File: config.mk
export PLATFORM = sky130hd
export DESIGN_NAME = sr_flag_arbiter
export DESIGN_NICKNAME = d
export VERILOG_FILES = /design/src/rtl/sr_flag_arbiter.sv
export SDC_FILE = /design/constraint.sdc
export NUM_CORES = 1
export LEC_CHECK = 0
export ABC_AREA = 1
export CORE_MARGIN = 3
export CORE_UTILIZATION = 29
export CTS_CLUSTER_SIZE = 8
export DETAILED_ROUTE_END_ITERATION = 16
export PLACE_DENSITY = 0.61
export SYNTH_ARGS = -nofsm -noshare
export SYNTH_HDL_FRONTEND = slang
export SYNTH_SLANG_ARGS = --single-unit
File: constraint.sdc
create_clock -name clk -period 6 [get_ports clk]
set_input_delay 0.6 -clock clk [delete_from_list [all_inputs] [get_ports clk]]
set_output_delay 0.6 -clock clk [all_outputs]
set_load 0.02 [all_outputs]
File: src/rtl/sr_flag_arbiter.sv
// sr_flag_arbiter
// Round-robin arbiter that turns set/clear commands from NREQ requesters into
// registered one-hot set/clear pulses for a bank of NFLAG SR flip-flops. It
// keeps a shadow of the flag state and offers a sequenced clear-all sweep.
//
// Ports
//   clk        rising-edge clock
//   reset      asynchronous, active-high
//   req_valid  per-requester command valid
//   req_op     per-requester op at [2i+1:2i]: 00 nop, 01 clear, 10 set, 11 illegal
//   req_idx    per-requester flag index at [IDXW*i +: IDXW]
//   req_ready  one-hot grant (combinational)
//   clr_all    start a clear sweep (sampled only in IDLE)
//   flag_s     registered one-hot set pulse
//   flag_r     registered one-hot clear pulse
//   flags      shadow of the flag-bank state
//   busy       high while a sweep is in progress
//   err        one-cycle pulse after an accepted illegal command
module sr_flag_arbiter #(
    parameter int NREQ  = 4,
    parameter int NFLAG = 8,
    parameter int IDXW  = 3
) (
    input  logic                 clk,
    input  logic                 reset,
    input  logic [NREQ-1:0]      req_valid,
    input  logic [2*NREQ-1:0]    req_op,
    input  logic [IDXW*NREQ-1:0] req_idx,
    output logic [NREQ-1:0]      req_ready,
    input  logic                 clr_all,
    output logic [NFLAG-1:0]     flag_s,
    output logic [NFLAG-1:0]     flag_r,
    output logic [NFLAG-1:0]     flags,
    output logic                 busy,
    output logic                 err
);

    localparam int PW = (NREQ > 1) ? $clog2(NREQ) : 1;
    localparam int CW = $clog2(NFLAG + 1);

    typedef enum logic {
        IDLE,
        SWEEP
    } state_t;

    state_t           state;
    logic [PW-1:0]    rr_ptr;
    logic [CW-1:0]    sweep_cnt;

    logic             grant_found;
    logic [PW-1:0]    grant;
    logic [1:0]       grant_op;
    logic [IDXW-1:0]  grant_idx;
    logic             idx_ok;
    logic [NFLAG-1:0] cmd_bit;

    function automatic logic [NFLAG-1:0] idx_bit(input logic [IDXW-1:0] idx);
        return NFLAG'(1) << idx;
    endfunction

    function automatic logic [NFLAG-1:0] cnt_bit(input logic [CW-1:0] cnt);
        return NFLAG'(1) << cnt;
    endfunction

    // Search upward from rr_ptr for the first valid requester. No grant while
    // in reset, during a sweep, or when clr_all wins the cycle.
    always_comb begin
        grant_found = 1'b0;
        grant       = '0;
        if (!reset && state == IDLE && !clr_all) begin
            for (int k = 0; k < NREQ; k++) begin
                if (!grant_found && req_valid[(int'(rr_ptr) + k) % NREQ]) begin
                    grant_found = 1'b1;
                    grant       = PW'((int'(rr_ptr) + k) % NREQ);
                end
            end
        end
    end

    assign req_ready = grant_found ? (NREQ'(1) << grant) : '0;
    assign grant_op  = req_op[2*grant +: 2];
    assign grant_idx = req_idx[IDXW*grant +: IDXW];
    assign idx_ok    = (int'(grant_idx) < NFLAG);
    assign cmd_bit   = idx_bit(grant_idx);

    always_ff @(posedge clk or posedge reset) begin
        if (reset) begin
            state     <= IDLE;
            rr_ptr    <= '0;
            sweep_cnt <= '0;
            flag_s    <= '0;
            flag_r    <= '0;
            flags     <= '0;
            busy      <= 1'b0;
            err       <= 1'b0;
        end else begin
            // Pulses last exactly one cycle unless re-issued below.
            flag_s <= '0;
            flag_r <= '0;
            err    <= 1'b0;
            case (state)
                IDLE: begin
                    if (clr_all) begin
                        // Index 0 is issued on entry so it lines up with the
                        // first busy cycle; sweep_cnt then names the next index.
                        state     <= SWEEP;
                        busy      <= 1'b1;
                        flag_r    <= cnt_bit('0);
                        flags     <= flags & ~cnt_bit('0);
                        sweep_cnt <= CW'(1);
                    end else if (grant_found) begin
                        rr_ptr <= (grant == PW'(NREQ - 1)) ? '0 : grant + 1'b1;
                        if (grant_op == 2'b11 || !idx_ok) begin
                            err <= 1'b1;
                        end else if (grant_op == 2'b10) begin
                            flag_s <= cmd_bit;
                            flags  <= flags | cmd_bit;
                        end else if (grant_op == 2'b01) begin
                            flag_r <= cmd_bit;
                            flags  <= flags & ~cmd_bit;
                        end
                    end
                end
                SWEEP: begin
                    if (sweep_cnt == CW'(NFLAG)) begin
                        // Last index went out in the previous cycle.
                        state     <= IDLE;
                        busy      <= 1'b0;
                        sweep_cnt <= '0;
                    end else begin
                        flag_r    <= cnt_bit(sweep_cnt);
                        flags     <= flags & ~cnt_bit(sweep_cnt);
                        sweep_cnt <= sweep_cnt + 1'b1;
                    end
                end
                default: begin
                    state <= IDLE;
                    busy  <= 1'b0;
                end
            endcase
        end
    end

endmodule

==> results.yml, run 1 <==
setup_path:
  crit_fanout: 16
  slowest_delay_ps: 630
  startpoint_type: "primary input"
  reg2reg_slack_ps: 2140
  r2r_cells: 17
  cpMostUsedCell: "inv_1"
  cp.arrival_ps: 3610
  critical_path_class: "in -> out"
  cp_slowest_cell: "clkdlybuf4s50_1"
  crit_path_end_kind: "output port"
  worstPathRequired_ps: 5400
  path_cells: "clkdlybuf4s50_1 > nor2_1 > inv_1 > nor2_2 > nand2_4 > inv_4 > nand2_8 > inv_1 > ha_1 > inv_1 > nor2_1 > clkdlybuf4s50_1"
sta:
  fmax_mhz: 238
  rsz0062_at_grt: "false"
  finalCriticalPeriod_ps: 4210
  finalCritPeriodShare_pct: 70.1
  slew_headroom_pct: 51.3
  setup_viol: 0
  hold_viol_final: 0
  fin_worst_skew_ps: 5.41
  slew_viol_final: 0
  tightest_slew_ps: 728
  setup_tns_ps: 0
floorplan:
  start_util_pct: 30.0
  die_area_sq_um: 9750
  die_y_um: 98.7
  fp.dieW_um: 98.7
  core_sq_um: 8300
  num_rows: 33
  ios: 57
pwr:
  p_total_mw: 1.34
  ir_drop_v: 0.000207
  powerDensity_nw_per_um2: 414
  p_leak_nw: 1.55
clock_tree:
  clk_latency_ps: 290
  ctsHoldBuffers: 0
  cts.clk_slew.worst_paths_ps: 70
  numCtsBuffers: 5
  cts_setup_buffers: 0
  cts_tree: "done"
  htreeDepth: 2
  cts_resized: 0
  cts_sinks: 33
  clockBufferDepth: 2
  cts_root_buf: "clkbuf_8"
logic_synthesis:
  ys_ff_latch: 33
  yosysWarnings: 0
  synth_top_cell_area_share_pct: 33.1
  synthCells: 343
  syn_area_sq_um: 2490
  synthTopCellsByArea: "dfrtp_1, nand2_1, ha_1"
  synth_area_leader_cell: "dfrtp_1"
  ys_top_cells_by_count: "nand2_1, inv_1, dfrtp_1, nor2_1, nand3_1"
  synthArstFlopShare_pct: 100
  ys_types: 33
  yosysSeqAreaShare_pct: 33.1
  avgSynthCellArea_sq_um: 7.27
  syn_nets: 383
  synth_edf_count: 0
  synth.most_common_cell: "nand2_1"
  ys.flop_type: "dfrtp_1"
global_route:
  grt.total_usage_pct: 13.3
  grt_pass1_wl_mm: 10.4
  grt_max_degree: 27
  grt_pass1_vias: 2216
  antenna_found_initial: 0
  overflow: 0
final_layout:
  fillers: 829
  num_antenna_cells: 0
  stdcell_area_sq_um: 3240
  area_delta_synth_final_pct: 30.1
  final_nets: 439
  drive_gt1_share_pct: 14.8
min_path:
  hp-class: "reg -> reg"
  min_path_cells: 2
route:
  drt_wl_total_mm: 6.29
  drcViolationCount: 0
  drtIter0Drc: 106
  num_vias: 2313
  viasPerCell: 4.58
  wl_per_cell_um: 12.5
  ant_nets: 0
  dr.pass1.iters: 4
status:
  status: "completed"
placement:
  gp_congestion: 0.849
  place_hpwl_mm: 5.00
  io_buffers: 56
  place_area_sq_um: 3130
flow_run:
  cap_violations: 0
stage by stage:
stage / hold WS (ps) / instances / worst slack [ps] / utilization, %
2_1_floorplan: 576 / 343 / 3100 / -
3_3_place_gp: 466 / 497 / 1880 / 37.7
3_5_place_dp: 470 / 497 / 1730 / 37.7
4_1_cts: 495 / 505 / 1780 / 39.1
5_1_grt: 527 / 505 / 1520 / 39.1
6_report: 490 / 505 / 1790 / 39.1
cell usage in the layout, fill, tap and decap left out, types with 2 or more instances in the layout:
cell type        Yosys  layout
nor2_1              33      33
o21ai_0              5       5
nor3_1               7       7
o22ai_1              5       5
clkbuf_8             0       6
nor2_4               2       2
nand3_1             32      32
nor2_2               3       3
nand2_4              9       9
nand4_1              3       3
inv_2                6       6
o21ai_1              4       4
nand2_1             95      95
nand3_2             11      11
inv_1               40      40
ha_1                13      13
a21oi_2              4       4
inv_4                2       2
a31oi_1              3       3
nand2_2             11      11
clkdlybuf4s50_1      0      56
dfrtp_1             33      33
a21oi_1              7       7
report_power, final:
group          internal [mW]  switching, mW
registers              0.290         0.0873
clock network          0.135         0.0821
logic                  0.284          0.464
total                  0.710          0.633
metal layers:
metal | vias to the layer above | global-route usage [%] | routed length (um)
li1 | 1196 | - | -
met1 | 1037 | 18.0 | 2940
met2 | 69 | 21.3 | 2920
met3 | 11 | 3.11 | 346
met4 | 0 | 3.68 | 92
met5 | - | 0 | 0
state kept, by name, summed over array words and instances, names as in the netlist:
name	flops
busy	1
err	1
state	1
flag_r	8
flags	8
sweep_cnt	4
rr_ptr	2
flag_s	8
final timing paths:
check,end,from
worst max-delay path,req_ready[3],clr_all
max in group asynchronous,flag_s[7]$_DFF_PP0_,reset
worst min register to register,busy$_DFFE_PP0P_,busy$_DFFE_PP0P_
min in group asynchronous,err$_DFF_PP0_,reset
worst min-delay path,busy$_DFFE_PP0P_,busy$_DFFE_PP0P_
worst max register to register,flags[7]$_DFFE_PP0P_,state$_DFF_PP0_
cell families after synthesis:
group	share of synthesized area (%)
buffers and inverters	10.5
AND/OR/NAND/NOR	42.2
AO/OA/AOI/OAI	7.23
adder cells (fa/ha/maj)	6.52
flip-flops	33.1
XOR/XNOR	0.351
final cells by class:
type / count / area [sq um] / area share [%]
clock buffers: 7 / 86.3 / 2.66
clock inverters: 1 / 30.0 / 0.926
inverters: 49 / 196 / 6.06
multi-input cells: 253 / 1410 / 43.3
flip-flops and latches: 33 / 826 / 25.5
well taps: 105 / 131 / 4.05
repair buffers: 57 / 568 / 17.5
critical path: cells and delay by family:
| kind | cells | cell delay (ps) |
|---|---|---|
| buffers and inverters | 6 | 1670 |
| and+or+nand+nor | 5 | 1160 |
| adders and majority gates | 1 | 170 |
(Power assumes the default switching activity.)
==> run 2, diff against run 1 <==
- PLACE_DENSITY: 0.61 -> 0.63
- clock period: 6 -> 3.5 ns (I/O delays scaled with it)
==> results.yml, run 2 (synthesized netlist as in run 1, its figures left out) <==
sta:
  hold_viol_final: 0
  setup_viol: 0
  finalCritPeriodShare_pct: 92.9
  fin_worst_skew_ps: 5.40
  slew_headroom_pct: 55.7
  setup_tns_ps: 0
  tightest_slew_ps: 664
  finalCriticalPeriod_ps: 3250
  rsz0062_at_grt: "false"
  slew_viol_final: 0
  fmax_mhz: 308
placement:
  place_hpwl_mm: 5.06
  io_buffers: 56
  gp_congestion: 0.876
flow_run:
  cap_violations: 0
setup_path:
  r2r_cells: 20
  crit_fanout: 16
  cp_slowest_cell: "clkdlybuf4s50_1"
  crit_path_end_kind: "output port"
  slowest_delay_ps: 610
  critical_path_class: "reg -> out"
  cp.arrival_ps: 2900
  worstPathRequired_ps: 3150
  reg2reg_slack_ps: 430
  path_cells: "inv_8 > nand2_2 > nand2_1 > nor2_1 > nor2_1 > nand3_2 > nand2_4 > inv_4 > nand2_8 > inv_1 > ha_1 > inv_1 > nor2_1 > clkdlybuf4s50_1"
  cpLargestDelayFamily: "buffers and inverters"
  crit_cells: 14
  cpMostUsedCell: "nor2_1"
  crit_buf_inv: 5
  startpoint_type: "flip-flop"
global_route:
  antenna_found_initial: 0
  grt_pass1_wl_mm: 10.6
  grt.total_usage_pct: 13.4
  grt_pass1_vias: 2289
  overflow: 0
  grt_max_degree: 18
clock_tree:
  cts_sinks: 33
  clockBufferDepth: 2
  cts.clk_slew.worst_paths_ps: 70
  numCtsBuffers: 5
  cts_setup_buffers: 0
  cts_root_buf: "clkbuf_8"
  clk_latency_ps: 290
  cts_tree: "done"
  htreeDepth: 2
final_layout:
  area_delta_synth_final_pct: 30.1
  final_common_cell: "nand2_1"
  drive_gt1_share_pct: 16.1
  mostFrequentLayoutCells: "nand2_1, clkdlybuf4s50_1, inv_1"
  num_antenna_cells: 0
  final_nets: 443
  final_util_pct: 39.1
  reg_top3: "flag_r (8), flag_s (8), flags (8)"
floorplan:
  num_rows: 33
  die_area_sq_um: 9750
  fp.dieW_um: 98.7
  ios: 57
  core_sq_um: 8300
  die_y_um: 98.7
  start_util_pct: 30.0
min_path:
  hp-class: "reg -> reg"
  min_path_cells: 2
status:
  status: "completed"
pwr:
  p_leak_nw: 1.56
  ir_drop_v: 0.000324
  powerDensity_nw_per_um2: 686
  p_total_mw: 2.23
route:
  viasPerCell: 4.59
  drt_wl_total_mm: 6.31
  ant_nets: 0
  drtIter0Drc: 124
  drcViolationCount: 0
  dr.pass1.iters: 4
  wl_per_cell_um: 12.4
  num_vias: 2336
## run 2: cell count changes in the layout (fill, tap and decap cells not counted)
cell,delta
dfrtp_2,+1
buf_4,+4
clkinvlp_4,+1
clkbuf_1,-1
dfrtp_1,-1
bufinv_16,-1
clkbuf_8,-1
clkinv_2,+2
## run 2: layout make-up
type,instances,area [sq um]
inverters,49,196
flip-flops and latches,33,827
well taps,105,131
fillers,849,5050
repair buffers,61,598
multi-input cells,253,1410
clock buffers,5,68.8
clock inverters,3,17.5
## run 2: final timing paths
path	end	from
max	req_ready[3]	rr_ptr[0]$_DFFE_PP0P_
min	busy$_DFFE_PP0P_	busy$_DFFE_PP0P_
max reg2reg	flag_r[5]$_DFF_PP0_	rr_ptr[0]$_DFFE_PP0P_
min reg2reg	busy$_DFFE_PP0P_	busy$_DFFE_PP0P_
max in group asynchronous	flag_r[7]$_DFF_PP0_	reset
min in group asynchronous	err$_DFF_PP0_	reset
## run 2: worst register-to-register path, cell delays in order, from the launching register on
cell	delay, ps
dfrtp_2	510
inv_8	130
nand2_2	60
nand3_1	90
nand2_2	90
nor2_4	150
nand3_2	90
nand2_4	130
inv_4	110
nand2_8	120
inv_1	140
nand2_1	90
nand3_1	70
nand2_1	100
inv_1	60
ha_1	190
nor2_1	160
inv_2	110
nor3_1	220
inv_1	190
o21ai_1	190
## run 2: timing repair
| action | CTS | global route |
|---|---|---|
| hold buffers | 0 | 0 |
| setup endpoints to repair | 0 | 7 |
| resized for setup | 0 | 1 |
## run 2: layer usage
layer	GRT usage [%]	vias up	wire length (um)	part of all wire, %
li1	-	1205	-	-
met1	17.7	1058	2980	47
met2	21.3	62	2910	46
met3	3.18	11	310	4.9
met4	4.94	0	106	1.7
met5	0	-	0	0
## run 2: through the flow
step                      area (sq um)  hold WS [ps]  worst slack (ps)  std cells
after floorplan                   2490           479               708        343
after global placement            3160           483               283        501
after detailed placement          3160           489               161        501
after CTS                         3240           509              94.5        509
after global routing              3240           537              49.6        509
final                             3240           504               249        509
## run 2: where the power goes
part           switching, mW  internal [mW]
Combinational          0.812          0.509
Clock                  0.152          0.137
Sequential             0.118          0.499
==> run 3, diff against run 2 <==
- PLACE_DENSITY: 0.63 -> 0.61
- clock period: 3.5 -> 3 ns (I/O delays scaled with it)
==> results.yml, run 3 (synthesized netlist as in run 1, its figures left out) <==
sta:
  slew_viol_final: 0
  tightest_slew_ps: 436
  hold_viol_final: 0
  finalCritPeriodShare_pct: 93.9
  slew_headroom_pct: 70.9
  fmax_mhz: 355
  rsz0062_at_grt: "false"
  fin_ws_ps: 183
  setup_tns_ps: 0
  setup_viol: 0
  fin_worst_skew_ps: 13.1
  finalCriticalPeriod_ps: 2820
  hold_slack_ps: 452
setup_path:
  cp-startpoint: "rr_ptr[0]$_DFFE_PP0P_"
  worstPathRequired_ps: 2700
  critical_path_class: "reg -> out"
  startpoint_type: "flip-flop"
  crit_path_end_kind: "output port"
  reg2reg_from: "rr_ptr[0]$_DFFE_PP0P_"
  r2r_cells: 21
  r2r_end: "flags[7]$_DFFE_PP0P_"
  reg2reg_slack_ps: 290
  cp.arrival_ps: 2520
  crit_fanout: 10
final_layout:
  num_antenna_cells: 0
  area_delta_synth_final_pct: 35.0
  final_util_pct: 40.6
  final_nets: 454
  stdcell_area_sq_um: 3370
  drive_gt1_share_pct: 20.7
  reg_top3: "flag_r (8), flag_s (8), flags (8)"
  stdcell_count: 520
  mostFrequentLayoutCells: "nand2_1, clkdlybuf4s50_1, inv_1"
  final_common_cell: "nand2_1"
route:
  wl_per_cell_um: 12.6
  dr.pass1.iters: 4
  ant_nets: 0
  drcViolationCount: 0
  drt_wl_total_mm: 6.55
  drtIter0Drc: 124
  viasPerCell: 4.50
  num_vias: 2342
placement:
  gp_congestion: 0.859
  io_buffers: 56
  place_area_sq_um: 3220
  dpl_worst_slack_ps: -106
  place_hpwl_mm: 5.13
  dp.cells: 509
floorplan:
  start_util_pct: 30.0
  num_rows: 33
  die_area_sq_um: 9750
  core_sq_um: 8300
  die_y_um: 98.7
  fp.dieW_um: 98.7
  ios: 57
clock_tree:
  cts_tree: "done"
  clk_latency_ps: 300
  clockBufferDepth: 2
  cts_root_buf: "clkbuf_8"
  cts_sinks: 33
  numCtsBuffers: 5
  htreeDepth: 2
  cts.clk_slew.worst_paths_ps: 80
pwr:
  p_leak_nw: 1.63
  ir_drop_v: 0.000388
  p_total_mw: 2.71
  powerDensity_nw_per_um2: 805
global_route:
  grt_max_degree: 34
  grt_pass1_wl_mm: 11.1
  antenna_found_initial: 0
  grt.total_usage_pct: 14.2
  overflow: 0
  grt_pass1_vias: 2355
flow_run:
  cap_violations: 0
status:
  status: "completed"
min_path:
  hp-class: "in -> async"
==> run 3: changes by cell type in the layout (fill, tap and decap cells not counted), moves of 2 or more <==
cell,delta
inv_1,-3
nand2_2,+2
nand2_1,-2
ha_2,+2
ha_1,-2
clkdlybuf4s50_1,-3
dlygate4sd2_1,+2
buf_4,+9
==> run 3: worst max-delay path, cell delays in order, from the launching register on <==
cell and delay (ps):
dfrtp_2 430, buf_12 140, inv_8 80, nand2_2 60, nand3_1 100, nand2_2 90
nor2_4 120, nand3_1 80, nand2_1 80, inv_2 40, nand2_4 100, ha_1 160
inv_1 40, nor2_1 90, clkdlybuf4s50_1 610
==> run 3: final cells by class <==
cell class	instances	area [sq um]
inverter	49	203
timing repair buffer	72	691
clock buffer	5	68.8
clock inverter	3	17.5
tap	105	131
sequential	33	827
multi-input combinational	253	1430
fill	852	4930
==> run 3: what timing repair did <==
item                                    4_1_cts  5_1_grt
cloned                                        0        0
hold buffers                                  0        0
resized for setup                             3       13
buffers inserted                              0        3
endpoints found under the hold margin         0        0
endpoints found under the setup margin        8       17
pin swaps                                     0        3
==> run 3: per-layer routing <==
layer	global-route usage (%)	wire, um	vias up
li1	-	-	1226
met1	18.3	3010	1072
met2	23.9	3190	37
met3	3.75	292	7
met4	3.26	63	0
met5	0	0	-
==> run 3: how the worst max path moves through the flow <==
stage,to,slack [ps]
finish,req_ready[0],180
global placement,flags[7]$_DFFE_PP0P_,20
floorplan,flags[3]$_DFFE_PP0P_,210
detailed placement,flags[7]$_DFFE_PP0P_,-110
global route,req_ready[0],5
CTS,req_ready[2],60
==> run 3: power breakdown <==
| group | leakage [nW] | internal, mW | switching [mW] |
|---|---|---|---|
| combinational | 1.16 | 0.666 | 0.996 |
| clock | 0.0439 | 0.160 | 0.181 |
| sequential | 0.425 | 0.582 | 0.125 |
